`src/rtl/hc595_pkg.sv`:
```
// hc595_pkg: shared constants and segment decode for the 74HC595 link receiver.
// Segment codes are active-low {dp,g,f,e,d,c,b,a}.
package hc595_pkg;

  localparam int FRAME_BITS_DEF = 16;

  localparam logic [7:0] SEG_BLANK = 8'hFF;

  localparam logic [7:0] SEG_CODE [16] = '{
    8'hC0, 8'hF9, 8'hA4, 8'hB0,
    8'h99, 8'h92, 8'h82, 8'hF8,
    8'h80, 8'h90, 8'h88, 8'h83,
    8'hC6, 8'hA1, 8'h86, 8'h8E
  };

  typedef struct packed {
    logic       known;
    logic       blank;
    logic [3:0] nibble;
  } seg_dec_t;

  // The dp bit is forced off before lookup; blank decodes as nibble 0.
  function automatic seg_dec_t hc595_decode(input logic [7:0] seg);
    seg_dec_t   r;
    logic [7:0] s;
    s = seg | 8'h80;
    r = '0;
    if (s == SEG_BLANK) begin
      r.known = 1'b1;
      r.blank = 1'b1;
    end
    for (int i = 0; i < 16; i++) begin
      if (s == SEG_CODE[i]) begin
        r.known  = 1'b1;
        r.nibble = 4'(i);
      end
    end
    return r;
  endfunction

endpackage

```
`src/rtl/hc595_frame_rx_link_sync.sv`:
```
// link_sync: multi-flop synchroniser with a registered rising-edge pulse.
// The pulse lands one cycle after the synchronised level first goes high.
module link_sync #(
  parameter int STAGES = 2
) (
  input  logic clk,
  input  logic reset,
  input  logic d,
  output logic rise
);

  logic [STAGES-1:0] sync_q;
  logic              hist;

  // Synchronise, keep one history flop, register the rising edge.
  always_ff @(posedge clk or posedge reset) begin
    if (reset) begin
      sync_q <= '0;
      hist   <= 1'b0;
      rise   <= 1'b0;
    end else begin
      sync_q <= {sync_q[STAGES-2:0], d};
      hist   <= sync_q[STAGES-1];
      rise   <= sync_q[STAGES-1] & ~hist;
    end
  end

endmodule

```
`src/rtl/hc595_frame_rx.sv`:
```
// hc595_frame_rx: over-sampled 74HC595 link receiver with frame checks
// and a per-digit decoded display buffer.
module hc595_frame_rx
  import hc595_pkg::*;
#(
  parameter int FRAME_BITS  = FRAME_BITS_DEF,
  parameter int DIGITS      = 8,
  parameter int SYNC_STAGES = 2
) (
  input  logic                  clk,
  input  logic                  reset,
  input  logic                  RCLK,
  input  logic                  SRCLK,
  input  logic                  DIO,
  output logic [FRAME_BITS-1:0] frame_data,
  output logic                  frame_valid,
  output logic [4*DIGITS-1:0]   disp_nibbles,
  output logic [DIGITS-1:0]     blank_mask,
  output logic [DIGITS-1:0]     dp_mask,
  output logic                  len_err,
  output logic                  code_err,
  output logic                  sel_err
);

  logic rc_rise;
  logic sr_rise;

  link_sync #(.STAGES(SYNC_STAGES)) u_rclk (
    .clk   (clk),
    .reset (reset),
    .d     (RCLK),
    .rise  (rc_rise)
  );

  link_sync #(.STAGES(SYNC_STAGES)) u_srclk (
    .clk   (clk),
    .reset (reset),
    .d     (SRCLK),
    .rise  (sr_rise)
  );

  logic [SYNC_STAGES-1:0] dio_q;
  logic                   dio_d;

  // DIO gets the same depth plus one flop so it lines up with sr_rise.
  always_ff @(posedge clk or posedge reset) begin
    if (reset) begin
      dio_q <= '0;
      dio_d <= 1'b0;
    end else begin
      dio_q <= {dio_q[SYNC_STAGES-2:0], DIO};
      dio_d <= dio_q[SYNC_STAGES-1];
    end
  end

  logic [FRAME_BITS-1:0] shift_reg;
  logic [4:0]            bit_cnt;
  logic [FRAME_BITS-1:0] shift_nx;
  logic [4:0]            cnt_nx;
  logic [7:0]            seg;
  logic [7:0]            sel;
  seg_dec_t              dec;
  logic                  len_bad;
  logic                  sel_one;

  // Shift first, so a coincident latch sees the newest bit.
  always_comb begin
    shift_nx = shift_reg;
    cnt_nx   = bit_cnt;
    if (sr_rise) begin
      shift_nx = {shift_reg[FRAME_BITS-2:0], dio_d};
      cnt_nx   = (bit_cnt == 5'd31) ? bit_cnt : bit_cnt + 5'd1;
    end
    seg     = shift_nx[FRAME_BITS-1 -: 8];
    sel     = shift_nx[7:0];
    dec     = hc595_decode(seg);
    len_bad = (cnt_nx != 5'(FRAME_BITS));
    sel_one = ($countones(~sel) == 1);
  end

  // Shift/count, latch on RCLK, then check and update the display buffer.
  always_ff @(posedge clk or posedge reset) begin
    if (reset) begin
      shift_reg    <= '0;
      bit_cnt      <= '0;
      frame_data   <= '0;
      frame_valid  <= 1'b0;
      len_err      <= 1'b0;
      code_err     <= 1'b0;
      sel_err      <= 1'b0;
      disp_nibbles <= '0;
      blank_mask   <= '1;
      dp_mask      <= '0;
    end else begin
      frame_valid <= 1'b0;
      len_err     <= 1'b0;
      code_err    <= 1'b0;
      sel_err     <= 1'b0;
      shift_reg   <= shift_nx;
      bit_cnt     <= cnt_nx;
      if (rc_rise) begin
        bit_cnt     <= '0;
        frame_data  <= shift_nx;
        frame_valid <= 1'b1;
        if (len_bad) begin
          len_err <= 1'b1;
        end else if (sel == 8'hFF) begin
        end else if (!sel_one) begin
          sel_err <= 1'b1;
        end else if (!dec.known) begin
          code_err <= 1'b1;
        end else begin
          for (int i = 0; i < DIGITS; i++) begin
            if (!sel[i]) begin
              disp_nibbles[4*i +: 4] <= dec.nibble;
              blank_mask[i]          <= dec.blank;
              dp_mask[i]             <= ~seg[7];
            end
          end
        end
      end
    end
  end

endmodule

```
`config.mk`:
```
export PLATFORM = sky130hd
export DESIGN_NAME = hc595_frame_rx
export DESIGN_NICKNAME = d
export VERILOG_FILES = /design/src/rtl/hc595_pkg.sv /design/src/rtl/hc595_frame_rx_link_sync.sv /design/src/rtl/hc595_frame_rx.sv
export SDC_FILE = /design/constraint.sdc
export NUM_CORES = 1
export LEC_CHECK = 0
export ABC_AREA = 1
export CAP_MARGIN = 40
export CORE_MARGIN = 3
export CORE_UTILIZATION = 50
export CTS_CLUSTER_DIAMETER = 40
export DETAILED_ROUTE_END_ITERATION = 8
export PLACE_DENSITY = 0.74
export SYNTH_ARGS = -nofsm -noshare
export SYNTH_HDL_FRONTEND = slang
export SYNTH_SLANG_ARGS = --single-unit
export TNS_END_PERCENT = 10
```
`constraint.sdc`:
```
create_clock -name clk -period 7.6 [get_ports clk]
set_input_delay 1.52 -clock clk [delete_from_list [all_inputs] [get_ports clk]]
set_output_delay 1.52 -clock clk [all_outputs]
set_load 0.01 [all_outputs]
```
==> qor.csv, run 1 <==
metric,value,unit
final instance count without filler cells,735,
Critical Setup Path Class,flip-flop to flip-flop,
"leading cell type in the layout, fill and taps excluded",sky130_fd_sc_hd__nand2_1,
max FFs per register,32,
leakage power total,2.94,nW
worst vdd ir,0.000107,V
area share of the largest cell type after synthesis,49.4,%
pin count of the biggest net entering global routing,63,
most area-consuming cells after synthesis,"sky130_fd_sc_hd__dfrtp_1 49%, sky130_fd_sc_hd__nand2_1 18%, sky130_fd_sc_hd__nand3_1 5.0%, sky130_fd_sc_hd__dfstp_2 4.5%, sky130_fd_sc_hd__inv_1 4.4%",
Crit path arrival time,5.24,ns
post-synthesis cell type count,33,
total detailed-routing wirelength,10700,um
placeable core region,0.00889,mm2
DIE AREA,0.0105,mm2
DRT Pass-1 Iters,4,
number of hold buffers added after CTS,0,
Port Buf Inserts,72,
I/O Pins,73,
area grow syn2layout,21.5,%
sw power,431,uW
R2R Path End,dp_mask[0],
count of H-tree levels built during CTS,3,
quantity of gates resized following cts,0,
RSZ-0062 raised after global routing,false,
filler cell count,790,
highest achievable clock rate,200,MHz
outcome,finished clean,
vertical die dimension,103,um
remaining global-route overflow,0,
DRC marker count from the first detailed-route iteration,260,
number of global-route vias before repair,3754,
startpoint of the worst-slack reg-to-reg timing path,u_srclk.rise,
post-synthesis cell count,550,
Final GP Congestion,0.853,
clock latency at the later pin of the worst-skew pair,0.36,ns
max incr delay on CP,0.54,ns
Slew Limit Headroom,44.9,%
wire length of the first global-routing pass,18000,um
Row Count,34,
part of the cycle the worst path needs,65.7,%
count of yosys warnings during synthesis,0,
clock slew at the register clock pins of the worst setup and hold paths,0.09,ns
internal power summed over all cells,886,uW
CTS Root Cell,sky130_fd_sc_hd__clkbuf_8,
number of buffers inserted to repair setup after CTS,0,
Starting Density,52.4,%
CP max FO,35,
number of violations of the max-capacitance limit,0,
cell area after technology mapping,0.00466,mm2
capturing element type of the critical path,flip-flop,
GRT Resource Usage Total,22.1,%
number of inserted diodes,0,
# DRC,0,
Net Sw Frac,32.7,%
cell-by-cell listing of the critical path,buf_4 -> inv_4 -> or2_2 -> o21ai_0 -> fa_1 -> fa_1 -> inv_1 -> fa_1 -> inv_1 -> ha_1 -> inv_1 -> fa_1 -> o211a_1 -> nand2_1 -> nor2_1 -> nand4_1 -> nor2_1 -> nand2_1 -> nand2_1 -> inv_1,
Final Critical Period,4.99,ns
Max Slew Vio Count,0,
total clock buffers created by CTS,9,
cells on worst reg2reg path,20,
Logic pwr share,26.1,%
sequential share of power,45.2,%
portion of total power attributed to the clock network,28.7,%
count of state elements after synthesis,100,
Avg Synthesized Cell Area,8.47,um2
Synth area leader,sky130_fd_sc_hd__dfrtp_1,
detailed-route vias per instance,5.15,
detailed placement HPWL,7750,um
Post-Syn Nets,564,
required time reported for the critical path endpoint,7.84,ns
end point of the critical path,dp_mask[0],
setup violators final,0,
die width,103,um
routed vias,3782,
average detailed-routed wire length per instance,14.6,um
clock sink count,100,
share of post-route cells with drive strength above 1,8.77,%
register-to-register setup slack,2.61,ns
"top library cells by usage in the layout, fill and taps aside","220 x sky130_fd_sc_hd__nand2_1, 92 x sky130_fd_sc_hd__dfrtp_1, 72 x sky130_fd_sc_hd__clkdlybuf4s50_1",
TritonCTS clock tree,built,
antenna violations before repair,0,
setup TNS,0,ns
sequential-to-total area share from yosys stat,53.9,%
cell area power density,233,mW/mm2
Max clock buf depth,2,
number of hold violations in the final report,0,
antenna violation net count after detailed routing,0,
worst min-delay path category,flip-flop to flip-flop,
placed cells,719,
type of element launching the critical path,flip-flop,
final-stage net count,636,
Clock Skew,0.0198,ns
Least-Margin Pin Slew,0.826,ns
start point of the critical path,u_srclk.rise,
cell with the largest stage delay on the worst path,sky130_fd_sc_hd__fa_1,
per-stage QoR:
step	setup slack, ns	power (mW)	utilization (%)	hold slack [ns]	cell area [um2]
3_5_place_dp	2.69	0.947	61.2	0.336	5440
6_report	2.61	1.32	63.7	0.349	5660
3_3_place_gp	2.87	0.932	61.2	0.331	5440
4_1_cts	2.66	1.33	63.7	0.351	5660
5_1_grt	2.28	1.40	63.7	0.365	5660
2_1_floorplan	3.21	0.837	-	0.331	4660
worst min path at each step:
stage                           start                end  slack (ns)  cells after the start
floorplan                    dio_q[1]              dio_d        0.33                      0
global route        u_srclk.sync_q[0]  u_srclk.sync_q[1]        0.36                      0
finish                       dio_q[0]           dio_q[1]        0.35                      0
CTS                          dio_q[0]           dio_q[1]        0.35                      0
detailed placement  u_srclk.sync_q[0]  u_srclk.sync_q[1]        0.34                      0
global placement             dio_q[1]              dio_d        0.33                      0
per-layer routing:
metal	wire length (um)	vias to the layer above	global-route usage, %
li1	-	1846	-
met4	128	0	8.17
met5	0	-	0
met2	5400	77	35.6
met1	4770	1849	30.0
met3	415	10	3.99
worst max-delay path, delay by kind of cell, from the launching register on:
family	cells	cell delay, ns
AOI/OAI and AO/OA	2	0.46
adders and majority gates	5	2.12
buffers and inverters	6	0.67
DFF	1	0.33
and+or+nand+nor	7	1.30
cell type report:
| type | count | area [um2] | share of cell area [%] |
|---|---|---|---|
| clock inverter | 5 | 85.1 | 1.50 |
| clock buffer | 11 | 141 | 2.50 |
| tap | 108 | 135 | 2.39 |
| timing repair buffer | 76 | 751 | 13.3 |
| multi-input combinational | 376 | 1810 | 32.0 |
| inverter | 59 | 226 | 4.00 |
| sequential | 100 | 2510 | 44.4 |
cell families after synthesis:
family / after synthesis / share of synthesized area, %
flip-flops: 100 / 53.9
buffers and inverters: 74 / 7.19
AO/OA/AOI/OAI: 32 / 4.13
adder cells (fa/ha/maj): 9 / 3.06
AND/OR/NAND/NOR: 335 / 31.7
power groups by stage:
stage / sequential [mW] / combinational [mW] / clock [mW]
floorplan: 0.606 / 0.231 / 0
global placement: 0.603 / 0.329 / 0
detailed placement: 0.605 / 0.342 / 0
CTS: 0.595 / 0.345 / 0.386
global route: 0.600 / 0.391 / 0.413
finish: 0.596 / 0.344 / 0.378
cells in the mapped netlist (all sizes together):
library cell    n
nand3b          1
nand4           7
o21a            1
fa              4
nor3            4
inv            58
ha              5
nand3          48
o21bai          2
a21boi          1
or2             3
a31oi           2
dfstp           8
nand2         224
dfrtp          92
o211a           1
o21ai          25
clkinv          1
buf             9
clkbuf          6
nor2           48
No activity file was read; power rests on OpenSTA's default activity.
==> run 2: changes to the inputs <==
CORE_UTILIZATION = 49   (was 50)
PLACE_DENSITY = 0.76   (was 0.74)
clock period = 4.4 ns   (was 7.6 ns; I/O delays follow)
==> run 2 against run 1 <==
  * Sequential share of layout area shrank 0.58 points
  * Wire length shrank 2.4%
  * Final cell count grew 3.5%
  * Cell area grew 1.4%
  * Clock power grew 47%
  * Critical endpoint is now disp_nibbles[0]
  * Largest cell class unchanged
==> qor.csv, run 2 (synthesis gave the netlist of run 1 again) <==
metric,value,unit
antenna violation net count after detailed routing,0,
antenna violations before repair,0,
GRT Resource Usage Total,20.4,%
cell with the largest stage delay on the worst path,sky130_fd_sc_hd__fa_1,
setup violators final,0,
number of hold violations in the final report,0,
leakage power total,2.96,nW
Min Hold Slack,0.358,ns
clock latency at the later pin of the worst-skew pair,0.37,ns
most frequent CP cell,sky130_fd_sc_hd__fa_1,
die width,104,um
count of H-tree levels built during CTS,3,
filler cell count,790,
vertical die dimension,104,um
hold path startpoint,u_srclk.sync_q[0],
part of the cycle the worst path needs,95.0,%
total clock buffers created by CTS,9,
max incr delay on CP,0.49,ns
# DRC,0,
outcome,finished clean,
"top library cells by usage in the layout, fill and taps aside","216 x sky130_fd_sc_hd__nand2_1, 91 x sky130_fd_sc_hd__dfrtp_1, 72 x sky130_fd_sc_hd__clkdlybuf4s50_1",
Starting Density,51.9,%
cell-by-cell listing of the critical path,inv_4 -> or2_2 -> o21ai_1 -> fa_1 -> fa_1 -> inv_1 -> fa_1 -> inv_1 -> ha_1 -> inv_1 -> fa_1 -> o211a_1 -> nand2_2 -> nor2_2 -> nand3_1 -> nor2_2 -> nand2_2 -> nor2_1 -> nor2_1,
detailed-route vias per instance,5.07,
DRC marker count from the first detailed-route iteration,198,
multi-input logic area,0.00185,mm2
final instance count without filler cells,761,
DRT Pass-1 Iters,5,
pin count of the biggest net entering global routing,58,
total detailed-routing wirelength,10500,um
Critical Setup Path Class,flip-flop to flip-flop,
max FFs per register,32,
placeable core region,0.00898,mm2
placed cells,744,
capturing element type of the critical path,flip-flop,
met2 layer wire length in the routed design,5220,um
worst vdd ir,0.000208,V
R2R Path End,disp_nibbles[0],
number of hold buffers added after CTS,0,
area grow syn2layout,23.2,%
Least-Margin Pin Slew,0.850,ns
"worst slack, placed",-0.0614,ns
final-stage net count,644,
final critical-path setup slack,0.219,ns
routed vias,3855,
number of global-route vias before repair,3686,
required time reported for the critical path endpoint,4.66,ns
top metal layer carrying routed signals,met4,
average detailed-routed wire length per instance,13.8,um
Crit path arrival time,4.44,ns
clock sink count,100,
wire length of the first global-routing pass,18100,um
number of inserted diodes,0,
share of post-route cells with drive strength above 1,11.7,%
register-to-register setup slack,0.22,ns
sequential cell area in the final layout,0.00251,mm2
final instance area,0.00574,mm2
setup TNS,0,ns
startpoint of the worst-slack reg-to-reg timing path,u_srclk.rise,
number of violations of the max-capacitance limit,0,
detailed placement HPWL,7650,um
met3 WL post-DR,461,um
Slew Limit Headroom,43.3,%
Final GP Congestion,0.885,
cells on worst reg2reg path,19,
Row Count,34,
cell count of the worst hold path,0,
type of element launching the critical path,flip-flop,
Placed Area,0.00551,mm2
Hold EP,u_srclk.sync_q[1],
"leading cell type in the layout, fill and taps excluded",sky130_fd_sc_hd__nand2_1,
DIE AREA,0.0107,mm2
remaining global-route overflow,0,
clock slew at the register clock pins of the worst setup and hold paths,0.10,ns
cell area power density,383,mW/mm2
Final Critical Period,4.18,ns
highest achievable clock rate,239,MHz
Max clock buf depth,2,
DRT met1 WL,4660,um
I/O Pins,73,
Max Slew Vio Count,0,
TritonCTS clock tree,built,
CP max FO,7,
CTS Root Cell,sky130_fd_sc_hd__clkbuf_8,
Clock Skew,0.0188,ns
Port Buf Inserts,72,
worst min-delay path category,flip-flop to flip-flop,
[run 2: changes by cell type in the layout (fill, tap and decap cells not counted), sizes merged]
cell      delta
clkinv       +1
clkinvlp     +1
inv          +1
clkbuf       -1
bufinv       -2
buf          +8
[run 2: worst max-delay path by stage]
stage | startpoint | endpoint | slack [ns]
after CTS | u_srclk.rise | disp_nibbles[3] | 0.01
final | u_srclk.rise | disp_nibbles[0] | 0.22
after global placement | u_srclk.rise | disp_nibbles[2] | 0.07
after floorplan | u_srclk.rise | disp_nibbles[5] | 0.005
after detailed placement | u_srclk.rise | disp_nibbles[3] | -0.06
after global routing | u_srclk.rise | disp_nibbles[4] | -0.02
[run 2: stage by stage]
stage	total power, mW	util [%]
after floorplan	1.45	-
after global placement	1.62	61.4
after detailed placement	1.64	61.4
after CTS	2.19	63.5
after global routing	2.34	64.0
final	2.20	64.0
[run 2: where the power goes]
group	switching [mW]	internal [mW]
clock	0.329	0.226
sequential	0.0418	0.985
combinational	0.394	0.221
total	0.765	1.43
[run 2: what timing repair did]
action | CTS | global route
setup buffers | 0 | 1
resized for setup | 2 | 12
pin swaps | 0 | 2
hold endpoints to repair | 0 | 0
setup endpoints to repair | 10 | 48
[run 2: final cells by class]
type	count	area share (%)
Inverter	59	3.94
Sequential cell	100	43.8
Timing Repair Buffer	84	14.1
Multi-Input combinational cell	376	32.2
Clock buffer	10	2.40
Tap cell	126	2.75
Clock inverter	6	0.850
[run 2: worst max-delay path, delay by kind of cell, from the launching register on]
| kind | cells | cell delay, ns |
|---|---|---|
| AO/OA/AOI/OAI | 2 | 0.33 |
| adder cells (fa/ha/maj) | 5 | 2.03 |
| flip-flops | 1 | 0.41 |
| buffers and inverters | 4 | 0.24 |
| AND/OR/NAND/NOR | 8 | 1.08 |
[run 2: metal layers]
metal  track usage [%]  up-vias
met5                 0        -
met4              6.17        0
met3              3.11       12
met2              34.1      102
met1              27.8     1872
li1                  -     1869
==> run 3: changes to the inputs <==
CORE_UTILIZATION = 50   (was 49)
PLACE_DENSITY = 0.74   (was 0.76)
clock period = 4.9 ns   (was 4.4 ns; I/O delays follow)
==> run 3 against run 2 <==
  * Clock power fell by 7.0%
  * Sequential share of layout area rose by 0.60 points
  * Wire length rose by 0.92%
  * First-iteration DRC count rose by 2.5%
  * Clock skew fell by 0.0081 ns
  * Register-to-register slack improved by 0.12 ns
  * Clock-buffer cell count rose by 2
  * Maximum frequency fell by 8.4%
  * Critical path type unchanged
  * Global-route usage rose by 1.4 points
  * Non-clock buffer count fell by 5
==> qor.csv, run 3 (synthesis gave the netlist of run 1 again) <==
metric,value,unit
outcome,finished clean,
Least-Margin Pin Slew,0.831,ns
leakage power total,2.94,nW
number of buffers inserted to repair setup after CTS,0,
placeable core region,0.00889,mm2
start point of the critical path,u_srclk.rise,
Max Slew Vio Count,0,
cell-by-cell listing of the critical path,inv_4 -> or2_2 -> o21ai_0 -> fa_1 -> fa_1 -> inv_1 -> fa_1 -> inv_1 -> ha_1 -> inv_1 -> fa_1 -> o211a_1 -> nand2_1 -> nor2_1 -> nand4_1 -> nor2_2 -> nand2_1 -> nand2_1 -> inv_1,
final instance count without filler cells,738,
Row Count,34,
end point of the critical path,disp_nibbles[6],
final-stage net count,639,
detailed-route vias per instance,5.13,
Slew Limit Headroom,44.5,%
quantity of gates resized following cts,0,
Final Critical Period,4.56,ns
cell with the largest stage delay on the worst path,sky130_fd_sc_hd__fa_1,
type of element launching the critical path,flip-flop,
CP max FO,15,
share of post-route cells with drive strength above 1,9.68,%
vertical die dimension,103,um
Critical Setup Path Class,flip-flop to flip-flop,
Starting Density,52.4,%
total clock buffers created by CTS,9,
clock sink count,100,
"worst slack, placed",0.281,ns
DRT Pass-1 Iters,4,
max incr delay on CP,0.51,ns
GRT Resource Usage Total,21.8,%
Crit path arrival time,4.84,ns
"leading cell type in the layout, fill and taps excluded",sky130_fd_sc_hd__nand2_1,
number of hold buffers added after CTS,0,
"top library cells by usage in the layout, fill and taps aside","220 x sky130_fd_sc_hd__nand2_1, 92 x sky130_fd_sc_hd__dfrtp_1, 72 x sky130_fd_sc_hd__clkdlybuf4s50_1",
# DRC,0,
Port Buf Inserts,72,
cells on worst reg2reg path,19,
total detailed-routing wirelength,10600,um
TritonCTS clock tree,built,
I/O Pins,73,
routed vias,3787,
capturing element type of the critical path,flip-flop,
remaining global-route overflow,0,
die width,103,um
placed cells,722,
CTS Root Cell,sky130_fd_sc_hd__clkbuf_8,
number of global-route vias before repair,3760,
setup violators final,0,
worst min-delay path category,flip-flop to flip-flop,
count of H-tree levels built during CTS,3,
clock latency at the later pin of the worst-skew pair,0.37,ns
average detailed-routed wire length per instance,14.3,um
cell area power density,348,mW/mm2
area grow syn2layout,21.5,%
number of inserted diodes,0,
highest achievable clock rate,219,MHz
R2R Path End,disp_nibbles[6],
post-layout power,1.97,mW
setup TNS,0,ns
required time reported for the critical path endpoint,5.17,ns
final critical-path setup slack,0.335,ns
pin count of the biggest net entering global routing,69,
worst vdd ir,0.000192,V
antenna violation net count after detailed routing,0,
register-to-register setup slack,0.34,ns
Max clock buf depth,2,
wire length of the first global-routing pass,18000,um
RSZ-0062 raised after global routing,false,
number of hold violations in the final report,0,
DRC marker count from the first detailed-route iteration,203,
DIE AREA,0.0105,mm2
startpoint of the worst-slack reg-to-reg timing path,u_srclk.rise,
Clock Skew,0.0107,ns
detailed placement HPWL,7620,um
clock slew at the register clock pins of the worst setup and hold paths,0.10,ns
max FFs per register,32,
hold path startpoint,u_srclk.sync_q[0],
part of the cycle the worst path needs,93.2,%
Final GP Congestion,0.822,
antenna violations before repair,0,
number of violations of the max-capacitance limit,0,
==> run 3: cell types whose count changed in the layout (fill, tap and decap cells not counted), moves of 2 or more <==
| cell | delta |
|---|---|
| sky130_fd_sc_hd__nand2_1 | +4 |
| sky130_fd_sc_hd__clkbuf_8 | +2 |
| sky130_fd_sc_hd__nand2_2 | -4 |
| sky130_fd_sc_hd__buf_4 | -5 |
| sky130_fd_sc_hd__clkinvlp_4 | -2 |
| sky130_fd_sc_hd__nor2_1 | +2 |
| sky130_fd_sc_hd__o21ai_0 | +2 |
| sky130_fd_sc_hd__nor2_4 | -2 |
==> run 3: cell type report <==
type,instances,area [um2]
Sequential cell,100,2510
Tap cell,108,135
Timing Repair Buffer,79,773
Inverter,59,226
Clock buffer,12,165
Multi-Input combinational cell,376,1820
Clock inverter,4,31.3
Fill cell,785,3230
==> run 3: critical path, delay by kind of cell (launching register included) <==
| family | cells | cell delay (ns) |
|---|---|---|
| AND/OR/NAND/NOR | 7 | 1.19 |
| buffers and inverters | 5 | 0.33 |
| adder cells (fa/ha/maj) | 5 | 2.07 |
| AO/OA/AOI/OAI | 2 | 0.44 |
| flip-flops | 1 | 0.45 |
==> run 3: power by group <==
| part | switching [mW] | leakage (nW) | internal (mW) |
|---|---|---|---|
| sequential | 0.0396 | 1.29 | 0.884 |
| combinational | 0.341 | 1.55 | 0.188 |
| clock | 0.286 | 0.103 | 0.229 |
| total | 0.667 | 2.94 | 1.30 |
==> run 3: worst min path at each step <==
stage	depth (start not counted)	to	slack [ns]
after detailed placement	0	u_srclk.sync_q[1]	0.34
after global routing	0	u_srclk.sync_q[1]	0.37
after CTS	0	u_srclk.sync_q[1]	0.36
after floorplan	0	dio_d	0.33
final	0	u_srclk.sync_q[1]	0.36
after global placement	0	u_srclk.sync_q[1]	0.33
==> run 3: metrics by stage <==
stage | hold slack (ns) | utilization, % | instance area, um2
floorplan | 0.331 | - | 4660
global placement | 0.334 | 61.4 | 5460
detailed placement | 0.337 | 61.4 | 5460
CTS | 0.359 | 63.6 | 5660
global route | 0.372 | 63.7 | 5660
finish | 0.356 | 63.7 | 5660
==> run 3: layer usage <==
metal  track usage [%]  routed length, um  vias to the layer above
met5                 0                  0                        -
met4              6.36                174                        0
met3              3.99                390                       19
met2              35.9               5170                       80
met1              29.8               4820                     1837
li1                  -                  -                     1851
